File: src/rtl/puf_xl_mc.sv
`default_nettype none
// ============================================================================
// Module   : puf_xl_mc
// Desc     : Multi-channel PUF readout controller. Takes read/pop commands
//            from the accelerator bus, starts one of NCH PUF cores per word,
//            and buffers the returned response words in an internal FIFO.
// Ports    : clk, i_rst (async, active low)
//            control  - [0] soft clear, [1] start/pop strobe, [3:2] op
//            address  - [AW-1:0] start addr, [47:32] length, [51:48] channel
//            data_in  - reserved
//            data_out - popped word and live status fields
//            end_op   - sticky operation-complete flag
//            core_rst/core_str/core_addr/core_end/core_out - PUF core side
// Config   : define PUF_XL_MC_TIMEOUT_EN to enable the WAIT-state watchdog
// Revision : 1.0 - initial release
// ============================================================================
module puf_xl_mc #(
    parameter int NCH        = 2,
    parameter int DBW        = 32,
    parameter int AW         = 14,
    parameter int FIFO_DEPTH = 16,
    parameter int TO_W       = 20
) (
    input  logic                 clk,
    input  logic                 i_rst,
    input  logic [31:0]          control,
    input  logic [63:0]          address,
    input  logic [63:0]          data_in,
    output logic [63:0]          data_out,
    output logic                 end_op,
    output logic [NCH-1:0]       core_rst,
    output logic [NCH-1:0]       core_str,
    output logic [AW-1:0]        core_addr,
    input  logic [NCH-1:0]       core_end,
    input  logic [NCH*DBW-1:0]   core_out
);

    localparam int C_PTR_W = $clog2(FIFO_DEPTH);

    localparam logic [2:0] C_S_IDLE = 3'd0;
    localparam logic [2:0] C_S_ARM  = 3'd1;
    localparam logic [2:0] C_S_WAIT = 3'd2;
    localparam logic [2:0] C_S_CAPT = 3'd3;
    localparam logic [2:0] C_S_DONE = 3'd4;

    logic [2:0]           r_state;
    logic [2:0]           w_state_nxt;
    logic                 r_strb_prev;
    logic [3:0]           r_ch;
    logic [AW-1:0]        r_addr;
    logic [15:0]          r_rem;
    logic                 r_end_op;
    logic                 r_to_err;
    logic                 r_ch_err;
    logic [DBW-1:0]       r_mem [FIFO_DEPTH];
    logic [C_PTR_W:0]     r_wptr;
    logic [C_PTR_W:0]     r_rptr;
    logic [DBW-1:0]       r_pop_word;
    logic [15:0]          r_stat_rem;
    logic [7:0]           r_stat_lvl;
    logic                 r_stat_busy;
    logic                 r_stat_to;
    logic                 r_stat_cherr;
    logic                 r_stat_empty;
    logic                 r_stat_full;

    logic                 w_clr;
    logic                 w_evt;
    logic [1:0]           w_op;
    logic                 w_rd_evt;
    logic                 w_pop_evt;
    logic                 w_pop;
    logic                 w_push;
    logic [3:0]           w_ch;
    logic [15:0]          w_len;
    logic                 w_ch_bad;
    logic [C_PTR_W:0]     w_level;
    logic                 w_empty;
    logic                 w_full;
    logic                 w_busy;
    logic [15:0]          w_end_pad;
    logic                 w_end_sel;
    logic [DBW-1:0]       w_core_word;
    logic [31:0]          w_pop_ext;
    logic                 w_wd_expire;
    logic                 w_unused_bits;

    // Command decode; soft clear masks every event in the same cycle.
    assign w_clr     = control[0];
    assign w_evt     = control[1] & ~r_strb_prev;
    assign w_op      = control[3:2];
    assign w_rd_evt  = w_evt & ~w_clr & ((w_op == 2'b01) | (w_op == 2'b10));
    assign w_pop_evt = w_evt & ~w_clr & (w_op == 2'b11);
    assign w_ch      = address[51:48];
    assign w_len     = (w_op == 2'b01) ? 16'd1 : address[47:32];
    assign w_ch_bad  = ({28'd0, w_ch} >= 32'(NCH));

    // Pointers carry one extra wrap bit so full and empty are distinguishable.
    assign w_level = r_wptr - r_rptr;
    assign w_empty = (r_wptr == r_rptr);
    assign w_full  = (r_wptr[C_PTR_W-1:0] == r_rptr[C_PTR_W-1:0]) &&
                     (r_wptr[C_PTR_W] != r_rptr[C_PTR_W]);
    assign w_pop   = w_pop_evt & ~w_empty;
    // A pop in the same cycle frees the slot the push needs.
    assign w_push  = (r_state == C_S_CAPT) & ~w_clr & (~w_full | w_pop);
    assign w_busy  = (r_state == C_S_ARM) | (r_state == C_S_WAIT) |
                     (r_state == C_S_CAPT);

    // Zero-padded so an out-of-range channel index never selects past NCH.
    assign w_end_pad = 16'(core_end);
    assign w_end_sel = w_end_pad[r_ch];

    always_comb begin
        w_core_word = '0;
        for (int k = 0; k < NCH; k++) begin
            if (r_ch == 4'(k)) begin
                w_core_word = core_out[k*DBW +: DBW];
            end
        end
    end

    // Core-side outputs are decoded straight from the flops so a reset
    // drops the start pulse immediately.
    generate
        for (genvar g = 0; g < NCH; g++) begin : g_core_str
            assign core_str[g] = (r_state == C_S_ARM) && (r_ch == 4'(g));
        end
    endgenerate

    assign core_rst  = {NCH{control[0]}};
    assign core_addr = r_addr;

`ifdef PUF_XL_MC_TIMEOUT_EN
    logic [TO_W-1:0] r_wd;

    // Abort on the WAIT cycle in which the counter would reach all-ones.
    assign w_wd_expire = (r_state == C_S_WAIT) && !w_end_sel &&
                         (&r_wd[TO_W-1:1]) && !r_wd[0];

    always_ff @(posedge clk or negedge i_rst) begin
        if (!i_rst) begin
            r_wd <= '0;
        end else if (r_state != C_S_WAIT) begin
            r_wd <= '0;
        end else begin
            r_wd <= r_wd + 1'b1;
        end
    end
`else
    logic [TO_W-1:0] w_unused_wd;

    assign w_unused_wd = '0;
    assign w_wd_expire = 1'b0;
`endif

    // State register
    always_ff @(posedge clk or negedge i_rst) begin
        if (!i_rst) begin
            r_state <= C_S_IDLE;
        end else begin
            r_state <= w_state_nxt;
        end
    end

    // Next-state logic
    always_comb begin
        w_state_nxt = r_state;
        case (r_state)
            C_S_IDLE: begin
                if (w_rd_evt) begin
                    w_state_nxt = ((w_len == 16'd0) || w_ch_bad) ? C_S_DONE : C_S_ARM;
                end
            end
            C_S_ARM:  w_state_nxt = C_S_WAIT;
            C_S_WAIT: begin
                if (w_end_sel) begin
                    w_state_nxt = C_S_CAPT;
                end else if (w_wd_expire) begin
                    w_state_nxt = C_S_DONE;
                end
            end
            C_S_CAPT: begin
                if (w_push) begin
                    w_state_nxt = (r_rem == 16'd1) ? C_S_DONE : C_S_ARM;
                end
            end
            C_S_DONE: w_state_nxt = C_S_IDLE;
            default:  w_state_nxt = C_S_IDLE;
        endcase
        if (w_clr) begin
            w_state_nxt = C_S_IDLE;
        end
    end

    // Command, pointer and flag registers
    always_ff @(posedge clk or negedge i_rst) begin
        if (!i_rst) begin
            r_strb_prev <= 1'b0;
            r_ch        <= '0;
            r_addr      <= '0;
            r_rem       <= '0;
            r_end_op    <= 1'b0;
            r_to_err    <= 1'b0;
            r_ch_err    <= 1'b0;
            r_wptr      <= '0;
            r_rptr      <= '0;
            r_pop_word  <= '0;
        end else begin
            r_strb_prev <= control[1];
            if (w_clr) begin
                r_rem      <= '0;
                r_end_op   <= 1'b0;
                r_to_err   <= 1'b0;
                r_ch_err   <= 1'b0;
                r_wptr     <= '0;
                r_rptr     <= '0;
                r_pop_word <= '0;
            end else begin
                if ((r_state == C_S_IDLE) && w_rd_evt) begin
                    r_ch     <= w_ch;
                    r_addr   <= address[AW-1:0];
                    r_rem    <= w_len;
                    r_end_op <= 1'b0;
                    r_to_err <= 1'b0;
                    r_ch_err <= w_ch_bad;
                end
                if (r_state == C_S_DONE) begin
                    r_end_op <= 1'b1;
                end
                if (w_wd_expire) begin
                    r_to_err <= 1'b1;
                end
                if (w_push) begin
                    r_wptr <= r_wptr + 1'b1;
                    r_addr <= r_addr + 1'b1;
                    r_rem  <= r_rem - 1'b1;
                end
                if (w_pop) begin
                    r_rptr     <= r_rptr + 1'b1;
                    r_pop_word <= r_mem[r_rptr[C_PTR_W-1:0]];
                end
            end
        end
    end

    // FIFO storage; a flush only moves the pointers.
    always_ff @(posedge clk) begin
        if (w_push) begin
            r_mem[r_wptr[C_PTR_W-1:0]] <= w_core_word;
        end
    end

    // Status fields trail the internal state by one cycle.
    always_ff @(posedge clk or negedge i_rst) begin
        if (!i_rst) begin
            r_stat_rem   <= '0;
            r_stat_lvl   <= '0;
            r_stat_busy  <= 1'b0;
            r_stat_to    <= 1'b0;
            r_stat_cherr <= 1'b0;
            r_stat_empty <= 1'b1;
            r_stat_full  <= 1'b0;
        end else begin
            r_stat_rem   <= r_rem;
            r_stat_lvl   <= 8'(w_level);
            r_stat_busy  <= w_busy;
            r_stat_to    <= r_to_err;
            r_stat_cherr <= r_ch_err;
            r_stat_empty <= w_empty;
            r_stat_full  <= w_full;
        end
    end

    assign w_pop_ext = 32'(r_pop_word);
    assign data_out  = {3'b000, r_stat_full, r_stat_empty, r_stat_cherr, r_stat_to,
                        r_stat_busy, r_stat_lvl, r_stat_rem, w_pop_ext};
    assign end_op    = r_end_op;

    assign w_unused_bits = ^{data_in, control[31:4], address[63:52], address[31:AW]};

endmodule
`default_nettype wire
File: config.mk
export PLATFORM = sky130hd
export DESIGN_NAME = puf_xl_mc
export DESIGN_NICKNAME = d
export VERILOG_FILES = /design/src/rtl/puf_xl_mc.sv
export SDC_FILE = /design/constraint.sdc
export NUM_CORES = 1
export LEC_CHECK = 0
export ABC_AREA = 1
export BUFFER_PORTS_ARGS = -buffer_cell sky130_fd_sc_hd__buf_2
export CORE_MARGIN = 3
export CORE_UTILIZATION = 27
export CTS_CLUSTER_DIAMETER = 200
export DETAILED_ROUTE_END_ITERATION = 10
export PLACE_DENSITY = 0.51
export SYNTH_ARGS = -nofsm -noshare
export SYNTH_HDL_FRONTEND = slang
export SYNTH_SLANG_ARGS = --single-unit
export TNS_END_PERCENT = 10
File: constraint.sdc
create_clock -name clk -period 4.3 [get_ports clk]
set_clock_uncertainty 0.2 [all_clocks]
set_input_delay 0.43 -clock clk [delete_from_list [all_inputs] [get_ports clk]]
set_output_delay 0.43 -clock clk [all_outputs]
set_load 0.05 [all_outputs]
==> summary.md <==
| Metric | Value |
|---|---|
| Met2 wire len | 32900 um |
| Clk pwr share | 41.7% |
| Placer's final routability congestion estimate | 0.771 |
| Fin. Hold Viols | 0 |
| Placement Cell Area | 28800 sq um |
| Leading post-synthesis cells by cell area | edfxtp_1 (58%), dfrtp_1 (10%), nor2_1 (7.7%), nand2_1 (7.0%), o21ai_0 (5.8%) |
| Clk root buf | clkbuf_16 |
| Most frequent cells after synthesis | nor2_1 (544), edfxtp_1 (512), nand2_1 (496) |
| Worst skew pair latency | 620 ps |
| Max-cap check violation count | 0 |
| CTS clk-pin slew, worst paths | 60 ps |
| R2R depth | 10 |
| Initial Util | 27.3% |
| Slowest cell on crit path | nor2_4 |
| Levels on crit path | 10 |
| Pin count of the biggest net entering global routing | 191 |
| Ports | 311 |
| Drt total wl | 74100 um |
| CTS tree | done |
| Crit path cell chain | inv_1 -> ha_1 -> nand4_2 -> nor2_4 -> nand2_4 -> nand2_8 -> inv_4 -> nand2_1 -> nor2_4 -> buf_12 |
| Post-synthesis area per instance | 10.6 sq um |
| GR Overflow Total | 0 |
| Layout cells sized above 1 | 13.4% |
| Critical path type | flop to flop |
| Flop pwr share | 49.7% |
| Mapped Cells | 2499 |
| Switch share | 25.3% |
| Mapped Area | 26500 sq um |
| Leakage | 12.3 nW |
| Post-synth cell types | 40 |
| Switch Pwr | 0.00355 W |
| Post-synth EDFFs | 512 |
| Final Critical Period | 3530 ps |
| P_int | 0.0105 W |
| Tot GR Track Use | 14.3% |
| Final setup viols | 0 |
| Critical Path AT | 3620 ps |
| CP max stage delay | 660 ps |
| Sink Count | 619 |
| Crit path max fanout | 54 |
| CP endpoint kind | flop |
| Worst path most repeated cell | nor2_4 |
| Port bufs | 181 |
| Setup_tns | 0 ps |
| Die H | 319 um |
| DR pass1 iterations | 5 |
| Reg2reg setup slack | 770 ps |
| Final nets | 2922 |
| Worst Setup Start Kind | flop |
| Tcrit/Tclk final | 82.0% |
| Largest area contributor in the netlist | edfxtp_1 |
| Antenna violations before repair | 2 |
| Reg-to-reg endpoint | r_mem[4][18] |
| Buffer and inverter count on the worst path | 3 |
| Main flop type after synthesis | edfxtp_1 |
| Slew HR | 13.8% |
| Power per cell area | 447 nW/um^2 |
| Met1 WL | 35500 um |
| Combinational share of power | 8.6% |
| Final ANT Viol Nets | 0 |
| Synthesized flop and latch total | 619 |
| Async S/R FF share, synth | 17.3% |
| Final slew viol count | 0 |
| Sequential share of the synthesized area | 68.2% |
| FMAX | 284 MHz |
| Worst Path Required | 4390 ps |
| Metal3 WL | 4190 um |
| DRT iter0 DRCs | 1412 |
| Max rail drop VDD | 0.000275 V |
| Clk buf depth | 3 |
| Die ar. | 102000 sq um |
| Die W | 319 um |
| Placement Rows | 114 |
| Max Used Layer | met5 |
| Status | completed |
| Crit path max-delay family | simple AND/OR/NAND/NOR gates |
| Detailed Place HPWL | 40800 um |
| Critical path endpoint | r_mem[4][18] |
| Yosys warns | 0 |
| Vias per cell | 4.52 |
| Syn-to-layout area delta | 18.7% |
| Worst-margin pin slew | 1290 ps |
| DRC | 0 |
| Fin area | 31400 sq um |
| Reg-to-reg startpoint | r_wptr[0] |
| Core Area | 97000 sq um |
| Top-area cell type share of the netlist area | 58.1% |
| First-pass GRT wire length | 111000 um |
| Critical Path Start | r_wptr[0] |
| H-tree depth | 3 |
| Top-count cell post-synth | nor2_1 |
| Wire length per cell | 18.5 um |
| CTS resizes | 0 |
| Vias in the first global route | 17564 |
| RSZ-0062 raised after global routing | false |
| Worst Hold Class | input pin to flop |
| Fillcell total | 9853 |
| DR vias | 18156 |
| TritonCTS Buffers | 71 |
how the worst min path moves through the flow:
stage	startpoint	endpoint	slack, ps	depth (start not counted)
global route	address[38]	r_rem[6]	50	5
finish	address[44]	r_rem[12]	50	5
CTS	address[38]	r_rem[6]	9	5
detailed placement	r_ch_err	r_stat_cherr	160	0
floorplan	i_rst	core_addr[0]	-70	0
global placement	r_ch_err	r_stat_cherr	150	0
cell type report:
type                       count  area (sq um)  area share, %
sequential                   619         18100           57.5
clock inverter                27           204          0.649
tap                         1276          1600           5.08
inverter                      98           380           1.21
clock buffer                 102          2060           6.54
multi-input combinational   1641          7450           23.7
timing repair buffer         248          1660           5.28
antenna                        2          5.00         0.0159
layer usage:
metal,global-route usage (%),vias up
met1,20.5,8728
met5,0,-
met3,2.75,96
met4,3.44,2
li1,-,8847
met2,22.4,483
registers in the layout, indices dropped and copies added (netlist names):
register,flops
r_strb_prev,1
r_stat_empty,1
r_ch_err,1
r_stat_rem,16
r_state,3
r_rptr,5
r_ch,4
r_stat_busy,1
r_mem,512
r_wptr,5
r_stat_cherr,1
end_op,1
core_addr,14
r_pop_word,32
r_stat_full,1
r_stat_lvl,5
r_rem,16
through the flow:
stage | std cells | setup slack, ps | total power [W] | utilization, % | hold WS, ps
after CTS | 4011 | 716 | 0.0142 | 32.4 | 8.58
after global placement | 3850 | 818 | 0.00829 | 29.7 | 154
after detailed placement | 3850 | 763 | 0.00830 | 29.7 | 156
after floorplan | 2505 | 420 | 0.00779 | - | -65.6
final | 4013 | 774 | 0.0141 | 32.4 | 52.1
after global routing | 4011 | 564 | 0.0146 | 32.4 | 50.7
cells in the final DEF, fill, tap and decap left out, drive strengths merged, types with 2 or more instances in the layout:
master	count
inv	88
xnor2	6
o21ai	325
a21oi	8
nor3	7
clkbuf	102
nand4	9
clkinv	35
o22ai	2
nor2	551
clkinvlp	2
dfrtp	106
o211ai	32
edfxtp	512
diode	2
dlygate4sd3	32
conb	7
nand3	162
xor2	13
ha	14
o21bai	3
nand2	499
buf	216
cell families (layout without fill, tap and decap cells):
| kind of cell | Yosys count | count (layout) | synth area share (%) |
|---|---|---|---|
| AND/OR/NAND/NOR | 1230 | 1230 | 18.7 |
| flip-flops | 619 | 619 | 68.2 |
| AO/OA/AOI/OAI | 370 | 370 | 7.35 |
| buffers and inverters | 245 | 475 | 4.31 |
| XOR/XNOR | 19 | 19 | 0.657 |
| adder cells (fa/ha/maj) | 15 | 15 | 0.737 |
| other | 1 | 9 | 0.0142 |
power by group through the flow:
stage / combinational, W / sequential, W / clock, W
final: 0.00121 / 0.00699 / 0.00586
after global routing: 0.00134 / 0.00700 / 0.00625
after CTS: 0.00122 / 0.00699 / 0.00600
after detailed placement: 0.00119 / 0.00711 / 0
after global placement: 0.00118 / 0.00711 / 0
after floorplan: 0.000565 / 0.00722 / 0
timing repair:
| action | CTS | global route |
|---|---|---|
| hold buffers | 32 | 0 |
| endpoints found under the hold margin | 115 | 0 |
| setup buffers | 0 | 0 |
worst register-to-register path, delay by kind of cell, from the launching register on:
| family | cells | cell delay, ps |
|---|---|---|
| AND/OR/NAND/NOR | 6 | 1480 |
| buffers and inverters | 3 | 810 |
| flip-flops | 1 | 400 |
| adder cells (fa/ha/maj) | 1 | 310 |
No activity file was read; power rests on OpenSTA's default activity.
